### config.mk
export PLATFORM = sky130hd
export DESIGN_NAME = dds_spi_ctrl_flat
export DESIGN_NICKNAME = d
export VERILOG_FILES = /design/src/rtl/dds_spi_ctrl_if.sv /design/src/rtl/dds_spi_ctrl.sv /design/src/flat_wrapper.sv
export SDC_FILE = /design/constraint.sdc
export NUM_CORES = 1
export LEC_CHECK = 0
export CAP_MARGIN = 20
export CORE_AREA = 10 10 105 107
export DETAILED_ROUTE_END_ITERATION = 12
export DIE_AREA = 0 0 115 117
export GPL_ROUTABILITY_DRIVEN = 0
export PLACE_DENSITY_LB_ADDON = 0.25
export SETUP_SLACK_MARGIN = 0.3
export SLEW_MARGIN = 30
export SYNTH_ARGS = -nofsm -noshare
export SYNTH_HDL_FRONTEND = slang
export SYNTH_SLANG_ARGS = --single-unit
### constraint.sdc
create_clock -name clk -period 3.92 [get_ports clk]
set_clock_uncertainty 0.1 [all_clocks]
set_input_delay 0.784 -clock clk [delete_from_list [all_inputs] [get_ports clk]]
set_output_delay 0.784 -clock clk [all_outputs]
set_load 0.01 [all_outputs]
### src/rtl/dds_spi_ctrl_if.sv
// SPI bus bundle between the configuration host and the DDS controller.
// The lines are assumed to be synchronised into the system clock domain
// before they reach this bundle.
interface dds_spi_ctrl_if;
  logic spi_clock;
  logic spi_cs_n;
  logic spi_mosi;

  modport master (
    output spi_clock,
    output spi_cs_n,
    output spi_mosi
  );

  modport slave (
    input spi_clock,
    input spi_cs_n,
    input spi_mosi
  );
endinterface

### src/rtl/dds_spi_ctrl.sv
// SPI configuration controller for the DDS core.
// Receives 24-bit write frames (addr[23:20], reserved[19:16], data[15:0]),
// writes shadow registers per frame and copies every shadow into the active
// registers at once on a LOAD command, so the phase accumulator never sees
// a half-written tuning word.
module dds_spi_ctrl #(
  parameter int FREQ_W  = 16,
  parameter int PHASE_W = 8
) (
  input  logic               clk,
  input  logic               rst_n,
  dds_spi_ctrl_if.slave      spi,
  output logic [FREQ_W-1:0]  freq0,
  output logic [FREQ_W-1:0]  freq1,
  output logic [PHASE_W-1:0] phase0,
  output logic [PHASE_W-1:0] phase1,
  output logic               acc_clear,
  output logic               out_enable,
  output logic               load_pulse,
  output logic               frame_err
);

  typedef enum logic [1:0] {
    IDLE,
    SHIFT,
    COMMIT,
    ERROR
  } state_t;

  localparam logic [4:0] COUNT_FULL = 5'd24;
  localparam logic [4:0] COUNT_MAX  = 5'd25;

  localparam logic [3:0] ADDR_FREQ0  = 4'h0;
  localparam logic [3:0] ADDR_FREQ1  = 4'h1;
  localparam logic [3:0] ADDR_PHASE0 = 4'h2;
  localparam logic [3:0] ADDR_PHASE1 = 4'h3;
  localparam logic [3:0] ADDR_CTRL   = 4'h4;
  localparam logic [3:0] ADDR_LOAD   = 4'hF;

  state_t             state;
  logic               sck_prev;
  logic [4:0]         bit_count;
  logic [23:0]        shift_reg;

  logic [FREQ_W-1:0]  freq0_sh;
  logic [FREQ_W-1:0]  freq1_sh;
  logic [PHASE_W-1:0] phase0_sh;
  logic [PHASE_W-1:0] phase1_sh;
  logic [1:0]         ctrl_sh;
  logic [1:0]         ctrl_act;

  logic               sck_rise;
  logic [3:0]         frame_addr;
  logic [15:0]        frame_data;
  logic               unused_reserved;

  assign sck_rise        = spi.spi_clock & ~sck_prev;
  assign frame_addr      = shift_reg[23:20];
  assign frame_data      = shift_reg[15:0];
  assign unused_reserved = ^shift_reg[19:16];

  assign acc_clear  = ctrl_act[0];
  assign out_enable = ctrl_act[1];

  // Frame receiver FSM: edge detect, shift, then commit or reject on CS release
  always_ff @(posedge clk or negedge rst_n) begin
    if (!rst_n) begin
      state      <= IDLE;
      sck_prev   <= 1'b0;
      bit_count  <= '0;
      shift_reg  <= '0;
      freq0_sh   <= '0;
      freq1_sh   <= '0;
      phase0_sh  <= '0;
      phase1_sh  <= '0;
      ctrl_sh    <= 2'b01;
      freq0      <= '0;
      freq1      <= '0;
      phase0     <= '0;
      phase1     <= '0;
      ctrl_act   <= 2'b01;
      load_pulse <= 1'b0;
      frame_err  <= 1'b0;
    end else begin
      sck_prev   <= spi.spi_clock;
      load_pulse <= 1'b0;
      frame_err  <= 1'b0;
      case (state)
        IDLE: begin
          bit_count <= '0;
          if (!spi.spi_cs_n) begin
            state <= SHIFT;
          end
        end
        SHIFT: begin
          if (spi.spi_cs_n) begin
            state <= (bit_count == COUNT_FULL) ? COMMIT : ERROR;
          end else if (sck_rise) begin
            shift_reg <= {shift_reg[22:0], spi.spi_mosi};
            if (bit_count != COUNT_MAX) begin
              bit_count <= bit_count + 5'd1;
            end
          end
        end
        COMMIT: begin
          state <= IDLE;
          case (frame_addr)
            ADDR_FREQ0:  freq0_sh  <= frame_data[FREQ_W-1:0];
            ADDR_FREQ1:  freq1_sh  <= frame_data[FREQ_W-1:0];
            ADDR_PHASE0: phase0_sh <= frame_data[PHASE_W-1:0];
            ADDR_PHASE1: phase1_sh <= frame_data[PHASE_W-1:0];
            ADDR_CTRL:   ctrl_sh   <= frame_data[1:0];
            ADDR_LOAD: begin
              freq0      <= freq0_sh;
              freq1      <= freq1_sh;
              phase0     <= phase0_sh;
              phase1     <= phase1_sh;
              ctrl_act   <= ctrl_sh;
              load_pulse <= 1'b1;
            end
            default: ;
          endcase
        end
        ERROR: begin
          state     <= IDLE;
          frame_err <= 1'b1;
        end
        default: state <= IDLE;
      endcase
    end
  end

endmodule

### src/flat_wrapper.sv
// flat-port wrapper written by rule: the top's interface ports become plain ports
module dds_spi_ctrl_flat 
#(
  parameter int FREQ_W  = 16,
  parameter int PHASE_W = 8
)
  (clk, rst_n, freq0, freq1, phase0, phase1, acc_clear, out_enable, load_pulse, frame_err, spi_spi_clock, spi_spi_cs_n, spi_spi_mosi);
  dds_spi_ctrl_if spi_i ();
  input  logic clk;
  input  logic rst_n;
  output logic [FREQ_W-1:0] freq0;
  output logic [FREQ_W-1:0] freq1;
  output logic [PHASE_W-1:0] phase0;
  output logic [PHASE_W-1:0] phase1;
  output logic acc_clear;
  output logic out_enable;
  output logic load_pulse;
  output logic frame_err;
  input wire logic [$bits(spi_i.spi_clock)-1:0] spi_spi_clock;
  input wire logic [$bits(spi_i.spi_cs_n)-1:0] spi_spi_cs_n;
  input wire logic [$bits(spi_i.spi_mosi)-1:0] spi_spi_mosi;
  assign spi_i.spi_clock = spi_spi_clock;
  assign spi_i.spi_cs_n = spi_spi_cs_n;
  assign spi_i.spi_mosi = spi_spi_mosi;
  dds_spi_ctrl #(.FREQ_W(FREQ_W), .PHASE_W(PHASE_W)) u_core (.clk(clk), .rst_n(rst_n), .spi(spi_i), .freq0(freq0), .freq1(freq1), .phase0(phase0), .phase1(phase1), .acc_clear(acc_clear), .out_enable(out_enable), .load_pulse(load_pulse), .frame_err(frame_err));
endmodule
==> impl_metrics.py <==
metrics = {
    "worst_setup_path": {
        "slowest_delay_ns": 0.54,
        "critPathTopFamily": "flip-flops",
        "cp_slowest_cell": "dfstp_2",
        "worstPathArrival_ns": 1.59,
        "cp.required_ns": 3.04,
        "r2r_start": "u_core.state[0]",
        "reg2reg_depth": 4,
        "cp_num_buf_inv": 1,
        "path_cells": "clkdlybuf4s50_1",
        "end_kind": "primary output",
        "critPathMaxFanout": 2,
        "r2r-end": "u_core.freq0[12]",
        "crit_type": "reg2out",
        "worstSetupStartpointType": "flop",
        "rrSetupSlack_ns": 1.68,
    },
    "global_routing": {
        "grt_max_degree": 118,
        "grt_first_pass_wirelength_microns": 15160,
        "grt_overflow": 0,
        "grt_use_total_pct": 14.22,
        "antenna_found_initial": 0,
        "grt_pass1_vias": 3083,
    },
    "layout": {
        "largest_reg_flops": 24,
        "antennaDiodeCount": 0,
        "final_core_util_pct": 71.08,
        "synthToLayoutAreaGrowth_pct": 22.49,
        "nFillCells": 566,
        "finalNetCount": 392,
        "drive_gt1_share_pct": 42.82,
        "design_area_sq_um": 6412,
    },
    "synthesis": {
        "synth_most_common_cell": "dfrtp_1",
        "synth_area_per_cell_sq_um": 16.36,
        "syn-cell-area_sq_um": 5235,
        "ys_types": 39,
        "syn_nets": 328,
        "synth-seq-cells": 134,
        "ys_seq_area_share_pct": 64.10,
        "synth_top_area_cell": "dfrtp_1",
        "synth_edf_count": 0,
        "synthCells": 320,
        "yosys-top-cells-count": "132 x dfrtp_1, 124 x mux2_2, 8 x nand2_1, 5 x buf_6",
        "synth_warnings": 0,
        "synth_ff_type": "dfrtp_1",
        "async_flop_share_pct": 100.0,
        "synth_top_cell_area_share_pct": 63.10,
        "synth_area_leaders": "dfrtp_1 63%, mux2_2 27%, buf_6 1.1%",
    },
    "sta": {
        "period_share_pct": 63.16,
        "rsz0062_at_grt": "false",
        "hold_viol": 0,
        "relSlewSlack_pct": 44.75,
        "fmax_mhz": 403.9,
        "setup-violations-final": 0,
        "finalCriticalPeriod_ns": 2.476,
        "setup_tns_ns": 0,
        "drv_slew": 0,
        "whs_ns": 0.2221,
        "tightest_slew_ns": 0.8287,
        "setup_ws_ns": 1.444,
    },
    "clock_network": {
        "clock_insertion_delay_worst_skew_ns": 0.51,
        "cts_setup_buffers": 0,
        "cts_max_path_buffers": 2,
        "cts_tree": "yes",
        "cts_buffers": 17,
        "htreeDepth": 4,
        "clock_sinks": 134,
        "cts_resized": 0,
        "ctsHoldBuffers": 0,
        "clock-root-buffer": "clkbuf_8",
        "clk_pin_slew_ns": 0.06,
    },
    "placement": {
        "dpl.hpwl_microns": 5576,
        "preCtsSetupSlack_ns": 1.141,
        "io_buffer_count": 56,
        "place_area_sq_um": 5848,
    },
    "route": {
        "drc": 0,
        "routed-via-count": 2815,
        "first_iter_violations": 124,
        "wl_per_cell_microns": 17.38,
        "drtPass1Iterations": 4,
        "routed_wl_microns": 8828,
        "post_drt_via_cell_ratio": 5.541,
        "ant_nets": 0,
    },
    "hold_path": {
        "hp-class": "in2async",
    },
    "job": {
        "drv_cap": 0,
    },
    "power": {
        "ir_drop_uv": 332.7,
        "p_leak_nw": 3.178,
        "power.density_nw_per_um2": 494.5,
    },
    "die": {
        "rows": 35,
        "initial_core_util_pct": 58.03,
        "dieArea_sq_um": 13460,
        "die_w_microns": 115,
        "fp.dieH_microns": 117,
        "core_area_sq_um": 9021,
        "ios": 57,
    },
    "status": {
        "status": "complete, no violations",
    },
}
==> placed cells by master (no fill, tap or decap), drive strengths merged, types with 2 or more instances in the layout <==
master and instances:
a21oi 2, clkbuf 19, buf 3, and2 2, ha 3, inv 2, dfrtp 132, clkinv 10
nand4 2, clkdlybuf4s50 55, nand3 3, nand2 10, nand4b 2, nor2 2, mux2 124, dfstp 2
o311ai 2, nand3b 3, bufinv 2
==> worst max-delay path by stage <==
stage	startpoint	end	slack [ns]	depth (start not counted)
6_report	u_core.ctrl_act[0]	acc_clear	1.44	1
5_1_grt	u_core.ctrl_act[0]	acc_clear	1.39	1
4_1_cts	u_core.ctrl_act[0]	acc_clear	1.41	1
3_5_place_dp	spi_spi_clock	u_core.shift_reg[5]	1.14	4
3_3_place_gp	spi_spi_clock	u_core.shift_reg[5]	1.21	4
2_1_floorplan	spi_spi_cs_n	u_core.shift_reg[10]	1.97	4
==> metal layers <==
metal | track usage [%] | routed length, microns | vias up | part of all wire (%)
li1 | - | - | 1286 | -
met1 | 17.04 | 3767 | 1460 | 43
met2 | 22.67 | 4447 | 59 | 50
met3 | 5.250 | 515 | 10 | 5.8
met4 | 6.023 | 97 | 0 | 1.1
met5 | 0 | 0 | - | 0
==> logic make-up after synthesis <==
kind of cell / share of synthesized area [%]
adder cells (fa/ha/maj): 0.7171
AND/OR/NAND/NOR: 4.780
flip-flops: 64.10
multiplexers: 26.67
buffers and inverters: 2.270
AO/OA/AOI/OAI: 1.458
==> where the power goes <==
group	internal (mW)	switching, mW	leakage, nW
combinational	0.0813	0.0826	1.05
sequential	1.45	0.0843	1.85
clock	0.916	0.558	0.281
total	2.45	0.725	3.18
==> final cells by class <==
class / instances / area (sq um) / area share (%)
repair buffers: 58 / 580.6 / 9.054
clock buffers: 19 / 431.7 / 6.732
inverters: 2 / 7.507 / 0.1171
well taps: 111 / 138.9 / 2.166
clock inverters: 13 / 132.6 / 2.068
flip-flops and latches: 134 / 3356 / 52.33
multi-input cells: 171 / 1765 / 27.53
==> per-stage QoR <==
stage               total power, mW  cells
floorplan                     1.642    320
global placement              1.707    476
finish                        3.171    508
detailed placement            1.719    476
global route                  3.301    508
CTS                           3.204    508
Note: power is estimated with default switching activity, not from simulation.
